### src/rtl/perceptron_pkg.sv
// Types and constants shared by the sample loader and the training core.
package perceptron_pkg;

    // Loader sequencing: assemble samples, replay them, then wait for clear
    typedef enum logic [1:0] {
        LOAD   = 2'd0,
        REPLAY = 2'd1,
        DONE   = 2'd2
    } loader_state_t;

    localparam int DATA_W_DEF   = 8;
    localparam int INP_DIM_DEF  = 2;
    localparam int SAMPLE_W_DEF = INP_DIM_DEF * DATA_W_DEF + DATA_W_DEF;

    // Buffered sample word: label in the top byte, features below it
    typedef struct packed {
        logic [DATA_W_DEF-1:0]             y;
        logic [INP_DIM_DEF*DATA_W_DEF-1:0] x;
    } sample_t;

    // Width of one buffered sample word (features plus label)
    function automatic int sample_width(input int inp_dim, input int data_w);
        return inp_dim * data_w + data_w;
    endfunction

endpackage

### src/rtl/perceptron_sample_buffer.sv
// Sample register file: one synchronous write port, one combinational read port.
module perceptron_sample_buffer #(
    parameter int WORD_W  = 24,
    parameter int N_WORDS = 3,
    parameter int IDX_W   = 2
) (
    input  logic              clk,
    input  logic              wr_en_i,
    input  logic [IDX_W-1:0]  wr_idx_i,
    input  logic [WORD_W-1:0] wr_data_i,
    input  logic [IDX_W-1:0]  rd_idx_i,
    output logic [WORD_W-1:0] rd_data_o
);

    logic [WORD_W-1:0] mem_q [N_WORDS];

    // Write a completed sample; contents survive reset and clear
    always_ff @(posedge clk) begin
        if (wr_en_i) begin
            mem_q[wr_idx_i] <= wr_data_i;
        end
    end

    // Combinational read so the presented sample follows rd_idx immediately
    assign rd_data_o = mem_q[rd_idx_i];

endmodule

### src/rtl/perceptron_sample_loader.sv
// Assembles samples from a byte stream into a buffer, then replays them
// to the training core for a programmed number of epochs.
module perceptron_sample_loader
    import perceptron_pkg::*;
#(
    parameter int INP_DIM   = 2,
    parameter int N_SAMPLES = 3,
    parameter int DATA_W    = DATA_W_DEF,
    parameter int IDX_W     = (N_SAMPLES > 1) ? $clog2(N_SAMPLES) : 1
) (
    input  logic                        clk,
    input  logic                        rst,
    input  logic [DATA_W-1:0]           in_data,
    input  logic                        in_valid,
    output logic                        in_ready,
    input  logic [7:0]                  num_epochs,
    input  logic                        clear,
    output logic                        smp_valid,
    input  logic                        smp_ready,
    output logic [INP_DIM*DATA_W-1:0]   smp_x,
    output logic signed [DATA_W-1:0]    smp_y,
    output logic [IDX_W-1:0]            smp_idx,
    output logic                        smp_last,
    output logic [7:0]                  epoch,
    output logic                        done
);

    localparam int X_W   = INP_DIM * DATA_W;
    localparam int SMP_W = sample_width(INP_DIM, DATA_W);
    localparam int BC_W  = $clog2(INP_DIM + 1);

    localparam logic [IDX_W-1:0] LAST_IDX  = IDX_W'(N_SAMPLES - 1);
    localparam logic [BC_W-1:0]  LABEL_CNT = BC_W'(INP_DIM);

    loader_state_t    state_q;
    logic [BC_W-1:0]  byte_cnt_q;
    logic [IDX_W-1:0] wr_idx_q;
    logic [IDX_W-1:0] rd_idx_q;
    logic [7:0]       epoch_q;
    logic [7:0]       ep_target_q;
    logic [X_W-1:0]   stage_q;

    logic             byte_is_label;
    logic             buf_wr_en;
    logic [SMP_W-1:0] buf_wr_data;
    logic [SMP_W-1:0] buf_rd_data;
    logic             last_w;

    assign byte_is_label = (byte_cnt_q == LABEL_CNT);
    // clear drops a same-cycle label, so the buffer write is suppressed too
    assign buf_wr_en     = (state_q == LOAD) && in_valid && byte_is_label && !clear && !rst;
    assign buf_wr_data   = {in_data, stage_q};
    assign last_w        = (state_q == REPLAY) && (rd_idx_q == LAST_IDX)
                           && (epoch_q == ep_target_q - 8'd1);

    perceptron_sample_buffer #(
        .WORD_W  (SMP_W),
        .N_WORDS (N_SAMPLES),
        .IDX_W   (IDX_W)
    ) u_buffer (
        .clk       (clk),
        .wr_en_i   (buf_wr_en),
        .wr_idx_i  (wr_idx_q),
        .wr_data_i (buf_wr_data),
        .rd_idx_i  (rd_idx_q),
        .rd_data_o (buf_rd_data)
    );

    // Loader FSM with byte/sample/epoch counters; clear overrides any handshake
    always_ff @(posedge clk) begin
        if (rst) begin
            state_q     <= LOAD;
            byte_cnt_q  <= '0;
            wr_idx_q    <= '0;
            rd_idx_q    <= '0;
            epoch_q     <= '0;
            ep_target_q <= 8'd1;
            stage_q     <= '0;
        end else if (clear) begin
            state_q    <= LOAD;
            byte_cnt_q <= '0;
            wr_idx_q   <= '0;
            rd_idx_q   <= '0;
            epoch_q    <= '0;
        end else begin
            case (state_q)
                LOAD: begin
                    if (in_valid) begin
                        if (byte_is_label) begin
                            byte_cnt_q <= '0;
                            if (wr_idx_q == LAST_IDX) begin
                                wr_idx_q    <= '0;
                                rd_idx_q    <= '0;
                                epoch_q     <= '0;
                                ep_target_q <= (num_epochs == 8'd0) ? 8'd1 : num_epochs;
                                state_q     <= REPLAY;
                            end else begin
                                wr_idx_q <= wr_idx_q + IDX_W'(1);
                            end
                        end else begin
                            stage_q[int'(byte_cnt_q)*DATA_W +: DATA_W] <= in_data;
                            byte_cnt_q <= byte_cnt_q + BC_W'(1);
                        end
                    end
                end
                REPLAY: begin
                    if (smp_ready) begin
                        if (last_w) begin
                            // Epoch is held at its final value while DONE
                            rd_idx_q <= '0;
                            state_q  <= DONE;
                        end else if (rd_idx_q == LAST_IDX) begin
                            rd_idx_q <= '0;
                            epoch_q  <= epoch_q + 8'd1;
                        end else begin
                            rd_idx_q <= rd_idx_q + IDX_W'(1);
                        end
                    end
                end
                DONE: begin
                    state_q <= DONE;
                end
                default: begin
                    state_q <= LOAD;
                end
            endcase
        end
    end

    // Outputs decode from registered state; sample fields read as zero outside REPLAY
    assign in_ready  = (state_q == LOAD) && !rst;
    assign smp_valid = (state_q == REPLAY);
    assign smp_x     = smp_valid ? buf_rd_data[X_W-1:0] : '0;
    assign smp_y     = smp_valid ? buf_rd_data[SMP_W-1:X_W] : '0;
    assign smp_idx   = smp_valid ? rd_idx_q : '0;
    assign smp_last  = last_w;
    assign epoch     = epoch_q;
    assign done      = (state_q == DONE);

endmodule

### config.mk
export PLATFORM = sky130hd
export DESIGN_NAME = perceptron_sample_loader
export DESIGN_NICKNAME = d
export VERILOG_FILES = /design/src/rtl/perceptron_pkg.sv /design/src/rtl/perceptron_sample_buffer.sv /design/src/rtl/perceptron_sample_loader.sv
export SDC_FILE = /design/constraint.sdc
export NUM_CORES = 1
export LEC_CHECK = 0
export CAP_MARGIN = 30
export CORE_MARGIN = 4
export CORE_UTILIZATION = 55
export CTS_CLUSTER_DIAMETER = 200
export CTS_CLUSTER_SIZE = 40
export DETAILED_ROUTE_END_ITERATION = 8
export PLACE_DENSITY = 0.91
export SLEW_MARGIN = 30
export SYNTH_ARGS = -nofsm -noshare
export SYNTH_HDL_FRONTEND = slang
export SYNTH_SLANG_ARGS = --single-unit
### constraint.sdc
create_clock -name clk -period 5.6 [get_ports clk]
set_input_delay 0.84 -clock clk [delete_from_list [all_inputs] [get_ports clk]]
set_output_delay 0.84 -clock clk [all_outputs]
set_load 0.01 [all_outputs]
Word level (Yosys, flattened, before mapping) --
Memory sizes are Yosys's and may differ from the RTL's. A register that Yosys moved wholly into a read port is not among the register bits. Cells that the tools add are included.
Word-level totals: register bits after elaboration 40, memory bits (writable) 72, input bits 21, output and inout port bits 38, word-level logic and storage cells 82, memories kept 1
Memories:
- u_buffer.mem_q | words 3, bits a word 24, rd ports 1, clocked after Yosys merged registers in 1, write ports 1, RTL line perceptron_sample_buffer.sv:15 | logic [WORD_W-1:0] mem_q [N_WORDS];
Cells by class: $add $sub $neg 6, equal/unequal tests 13, shift-type cells 2, multiplexer cells 31, bitwise operators 2, reduce and logical (&&, ||, !) cells 20
Operators by type and width (count):
- two-way mux 8 bit | 8
- negator 5 -> 33 bit | 1
- variable shift 8 x 33 -> 16 bit, first input constant | 1
- variable part select 8 x 33 -> 16 bit | 1
- two-way mux 2 bit | 16
- bitwise mux 16 bit | 1
- two-way mux 16 bit | 1
- one-hot mux 8 bit (2 select lines) | 1
- AND reduction 5 bit | 3
- adder 8 x 1 -> 8 bit, second input constant | 1
- equality test 2 bit, second input constant | 4
- equality test 8 bit | 1
- logical NOT 8 bit | 1
- inequality test 2 x 1 -> 1 bit, second input constant | 4
- subtractor 8 x 1 -> 8 bit, second input constant | 1
- logical AND 1 bit | 7
- AND reduction 7 bit | 1
- adder 2 x 1 -> 2 bit, second input constant | 3
- inequality test 2 bit, second input constant | 3
- one-hot mux 2 bit (3 select lines) | 1
- one-hot mux 2 bit (2 select lines) | 1
- AND reduction 4 bit | 1
- AND reduction 3 bit | 1
- equality test 2 x 1 -> 1 bit, second input constant | 1
- other kinds (7) | 10

Longest topological paths before layout --
depth in word-level cells 8, depth in mapped cells 11, gate-level depth less buffers 9

Hierarchy --
From an unflattened synthesis, not the netlist that was laid out.
Unflattened totals: cells, all modules 443, area total of the unflattened synthesis 5074.9 sq um
Modules (own cells, without submodules):
- perceptron_sample_buffer | times used 1, cells an instance 155, area an instance 2713.9 sq um, seq. area each 2162.1 sq um
- perceptron_sample_loader | times used 1, cells an instance 288, area an instance 2361.0 sq um, seq. area each 800.8 sq um

Least setup slack after synthesis --
OpenSTA, ideal clock, no wires.
path kind in2reg, start input rst, end memory u_buffer.mem_q[1][0], enable pin, library setup time 474 ps, arrival time 4107 ps, data required time 5126 ps, slack 1019 ps, cell stages on the path 4, buffers on the path 2, path through clkbuf_1 -> or2_2 -> clkbuf_1 -> nor4b_1
Between the ends: word-level cells in the longest chain between the ends 4
Ends and longest elaborated chain:
- from (decl) | RTL line perceptron_sample_loader.sv:12 | input logic rst,
- logical NOT 1 bit | RTL line perceptron_sample_loader.sv:51 | assign buf_wr_en = (state_q == LOAD) && in_valid && byte_is_label && !clear && !rst;
- logical AND 1 bit | RTL line perceptron_sample_loader.sv:51
- two-way mux 1 bit | RTL line perceptron_sample_buffer.sv:19 | if (wr_en_i) begin
- two-way mux 1 bit (not written as such) | RTL line perceptron_sample_buffer.sv:20 | mem_q[wr_idx_i] <= wr_data_i;
- to (decl) | RTL line perceptron_sample_buffer.sv:15
Every way passes these cells.

Worst setup path after layout --
start register ep_target_q[0], end output smp_last
Between the ends: word-level cells in the longest chain between the ends 3
Ends and longest elaborated chain:
- from (decl) | RTL line perceptron_sample_loader.sv:40 | logic [7:0] ep_target_q;
- from (signal assigned) | RTL line perceptron_sample_loader.sv:95 | ep_target_q <= (num_epochs == 8'd0) ? 8'd1 : num_epochs;
- subtractor 8 x 1 -> 8 bit | RTL line perceptron_sample_loader.sv:54 | && (epoch_q == ep_target_q - 8'd1);
- equality test 8 bit | RTL line perceptron_sample_loader.sv:54
- logical AND 1 bit | RTL line perceptron_sample_loader.sv:54
- to (decl) | RTL line perceptron_sample_loader.sv:23 | output logic smp_last,
Every way passes these cells.

==> impl_metrics.toml <==
[place]
placed_cell_area_um2 = 5600
post-place-cells = 589
place_congestion = 0.8017
hpwlAfterDp_mm = 6.849
io_buffer_count = 58
preCtsSetupSlack_ps = 2090

[sta]
max_slew.worst_pin.slew_ps = 900.5
slew_headroom_pct = 39.64
final_max_slew_viol_count = 0
hold_violations = 0
setup_repair_after_global_routing_missed_its_margin = "false"
setup_tns_ps = 0
min_period_over_period_pct = 70.69
final_period_minus_worst_setup_slack_ps = 3958
final.hold.worst_slack_ps = 470.1
fmax_ghz = 0.2526
worst_slack_ps = 1642
fin_skew_ps = 10.26
setup_viol_count_final = 0

[die]
floorplan.die_area_um2 = 10520
floorplan.rows = 34
floorplan.die.width_um = 102.6
io_pins = 59
initial_core_util_pct = 56.43
die_h_um = 102.6
floorplan.core_area_um2 = 8721

[synth]
synthesis.area_um2 = 4921
postSynthRegisterBits = 114
synthDistinctLibCells = 44
netlist_instances = 440
synth_area_per_cell_um2 = 11.18
synth.yosys.warnings = 0
async_reset_ff_share_pct = 0
syn-num-nets = 471
synth_flop_cell = "edfxtp_1"
synth_edf_count = 72
synth_seq_area_share_pct = 61.02

[pwr]
static-leakage-power_nw = 2.127
max-vdd-ir-drop_v = 0.0002169
pwr_density_cell_nw_per_um2 = 321.3

[final_layout]
finalNetCount = 531
multi_input_area_um2 = 1807
final_cell_count_no_fill = 621
sequential_cell_area_um2 = 3003
drive_gt1_share_pct = 9.552
layout.filler_cells = 608
final_cell_mix = "edfxtp_1 (72), nor2_1 (69), clkdlybuf4s50_1 (57)"
antennaDiodeCount = 0
mostFrequentLayoutCell = "edfxtp_1"
stdcell_area_um2 = 6181
synthToLayoutAreaGrowth_pct = 25.60

[hold_path]
holdCritPathClass = "reg -> reg"

[drt]
firstDrtPassIters = 5
dr_total_vias = 3550
vias_per_cell = 5.717
drtIter0Drc = 206
post-route-drc-count = 0
routed_wirelength_mm = 10.94
ant_nets = 0
wire_per_inst_um = 17.62

[worst_setup_path]
cp-start-kind = "flop"
crit_path_end_kind = "primary output"
worst_path_maximum_fanout = 8
criticalPathCategory = "reg -> out"
critical_path_required_ps = 4760
cp.arrival_ps = 3120

[cts]
cts_hold_repair.buffers = 0
post-cts-setup-buffers = 0
clkSlewWorstSetupHoldPaths_ps = 60
ctsRootBufferMaster = "clkbuf_8"
cts_max_path_buffers = 2
htreeDepth = 4
clock_sinks = 114
clk_latency_ps = 510
cts_made_buffers = 17
tritoncts = "built"
postCtsResizedCells = 0

[run_status]
run_status = "finished clean"

[grt]
grt_start_max_net_pins = 49
first_global_vias = 3699
initial_antenna_violation_count = 0
wire_length_of_the_first_global_routing_pass_mm = 17.80
grt_use_total_pct = 22.50
grt_remaining_overflow = 0

[run]
timing.max_cap.violations = 0
## metal layers
| layer | track usage, % | up-vias | part of all wire (%) |
|---|---|---|---|
| li1 | - | 1702 | - |
| met1 | 25.87 | 1688 | 40 |
| met2 | 40.02 | 140 | 53 |
| met3 | 5.210 | 20 | 5.5 |
| met4 | 9.687 | 0 | 1.5 |
| met5 | 0 | - | 0 |
## logic make-up (layout without fill, tap and decap cells)
kind of cell | count (synthesis) | in the layout | share of synthesized area (%)
XOR/XNOR | 10 | 10 | 1.780
AND/OR/NAND/NOR | 165 | 165 | 15.92
buffers and inverters | 32 | 105 | 2.644
flip-flops | 114 | 114 | 61.02
adder cells (fa/ha/maj) | 10 | 10 | 2.543
multiplexers | 38 | 38 | 7.729
AO/OA/AOI/OAI | 71 | 71 | 8.365
## flip-flops by register name, indices dropped and copies added (netlist names), named ones only
signal and flops:
wr_idx_q 2, ep_target_q 8, stage_q 16, u_buffer.mem_q 72, rd_idx_q 2, state_q 2, epoch 8, byte_cnt_q 2
## area by class of cell
type	count	area share, %
sequential	114	48.58
multi-input combinational	294	29.23
timing repair buffer	63	9.919
clock buffer	20	7.389
tap	108	2.186
clock inverter	12	2.085
inverter	10	0.6073
## report_power, final
group,internal [mW],switching [mW],total (mW)
registers,0.892,0.00428,0.896
logic,0.0184,0.0253,0.0437
clock network,0.670,0.376,1.05
## path summary, 6_finish.rpt
kind | slack, ps | start | to | depth (start not counted)
max | 1640 | ep_target_q[0]$_SDFFE_PP1P_ | smp_last | 8
min | 470 | stage_q[7]$_SDFFE_PP0P_ | u_buffer.mem_q[1][7]$_DFFE_PP_ | 0
max reg2reg | 2890 | ep_target_q[0]$_SDFFE_PP1P_ | epoch[0]$_SDFFE_PP0P_ | 9
min reg2reg | 470 | stage_q[7]$_SDFFE_PP0P_ | u_buffer.mem_q[1][7]$_DFFE_PP_ | 0
## critical path, cell delays in order, from the launching register on
cell and delay (ps):
dfxtp_1 430, inv_1 90, ha_1 310, o21ba_1 210
a221oi_1 270, a41oi_1 70, or4_4 470, nor2_1 190
clkdlybuf4s50_1 570
## metrics by stage
| step | util [%] | power, mW |
|---|---|---|
| after CTS | 70.93 | 1.989 |
| after global placement | 64.22 | 0.9538 |
| after global routing | 70.88 | 2.046 |
| final | 70.88 | 1.986 |
| after floorplan | - | 0.9293 |
| after detailed placement | 64.22 | 0.9564 |
## Yosys cell counts, types with 2 or more instances
library cell / instances / area, µm²
inv_1: 9 / 33.78
edfxtp_1: 72 / 2162
mux2i_1: 38 / 380.4
nor2b_1: 7 / 43.79
nor2_1: 69 / 259.0
nor4_1: 4 / 25.02
o21a_1: 5 / 37.54
o31ai_1: 3 / 22.52
nand4_1: 9 / 56.30
xnor2_1: 6 / 52.55
nand2b_1: 3 / 18.77
nand2_1: 36 / 135.1
nand3_1: 16 / 80.08
dfxtp_1: 42 / 840.8
clkbuf_1: 18 / 67.56
or4_1: 2 / 15.01
ha_1: 10 / 125.1
nor3_1: 6 / 30.03
and2_1: 4 / 25.02
a21oi_1: 51 / 255.2
buf_2: 2 / 10.01
nor3_2: 2 / 20.02
xor2_1: 4 / 35.03
o211ai_1: 2 / 15.01
(Power assumes the default switching activity.)
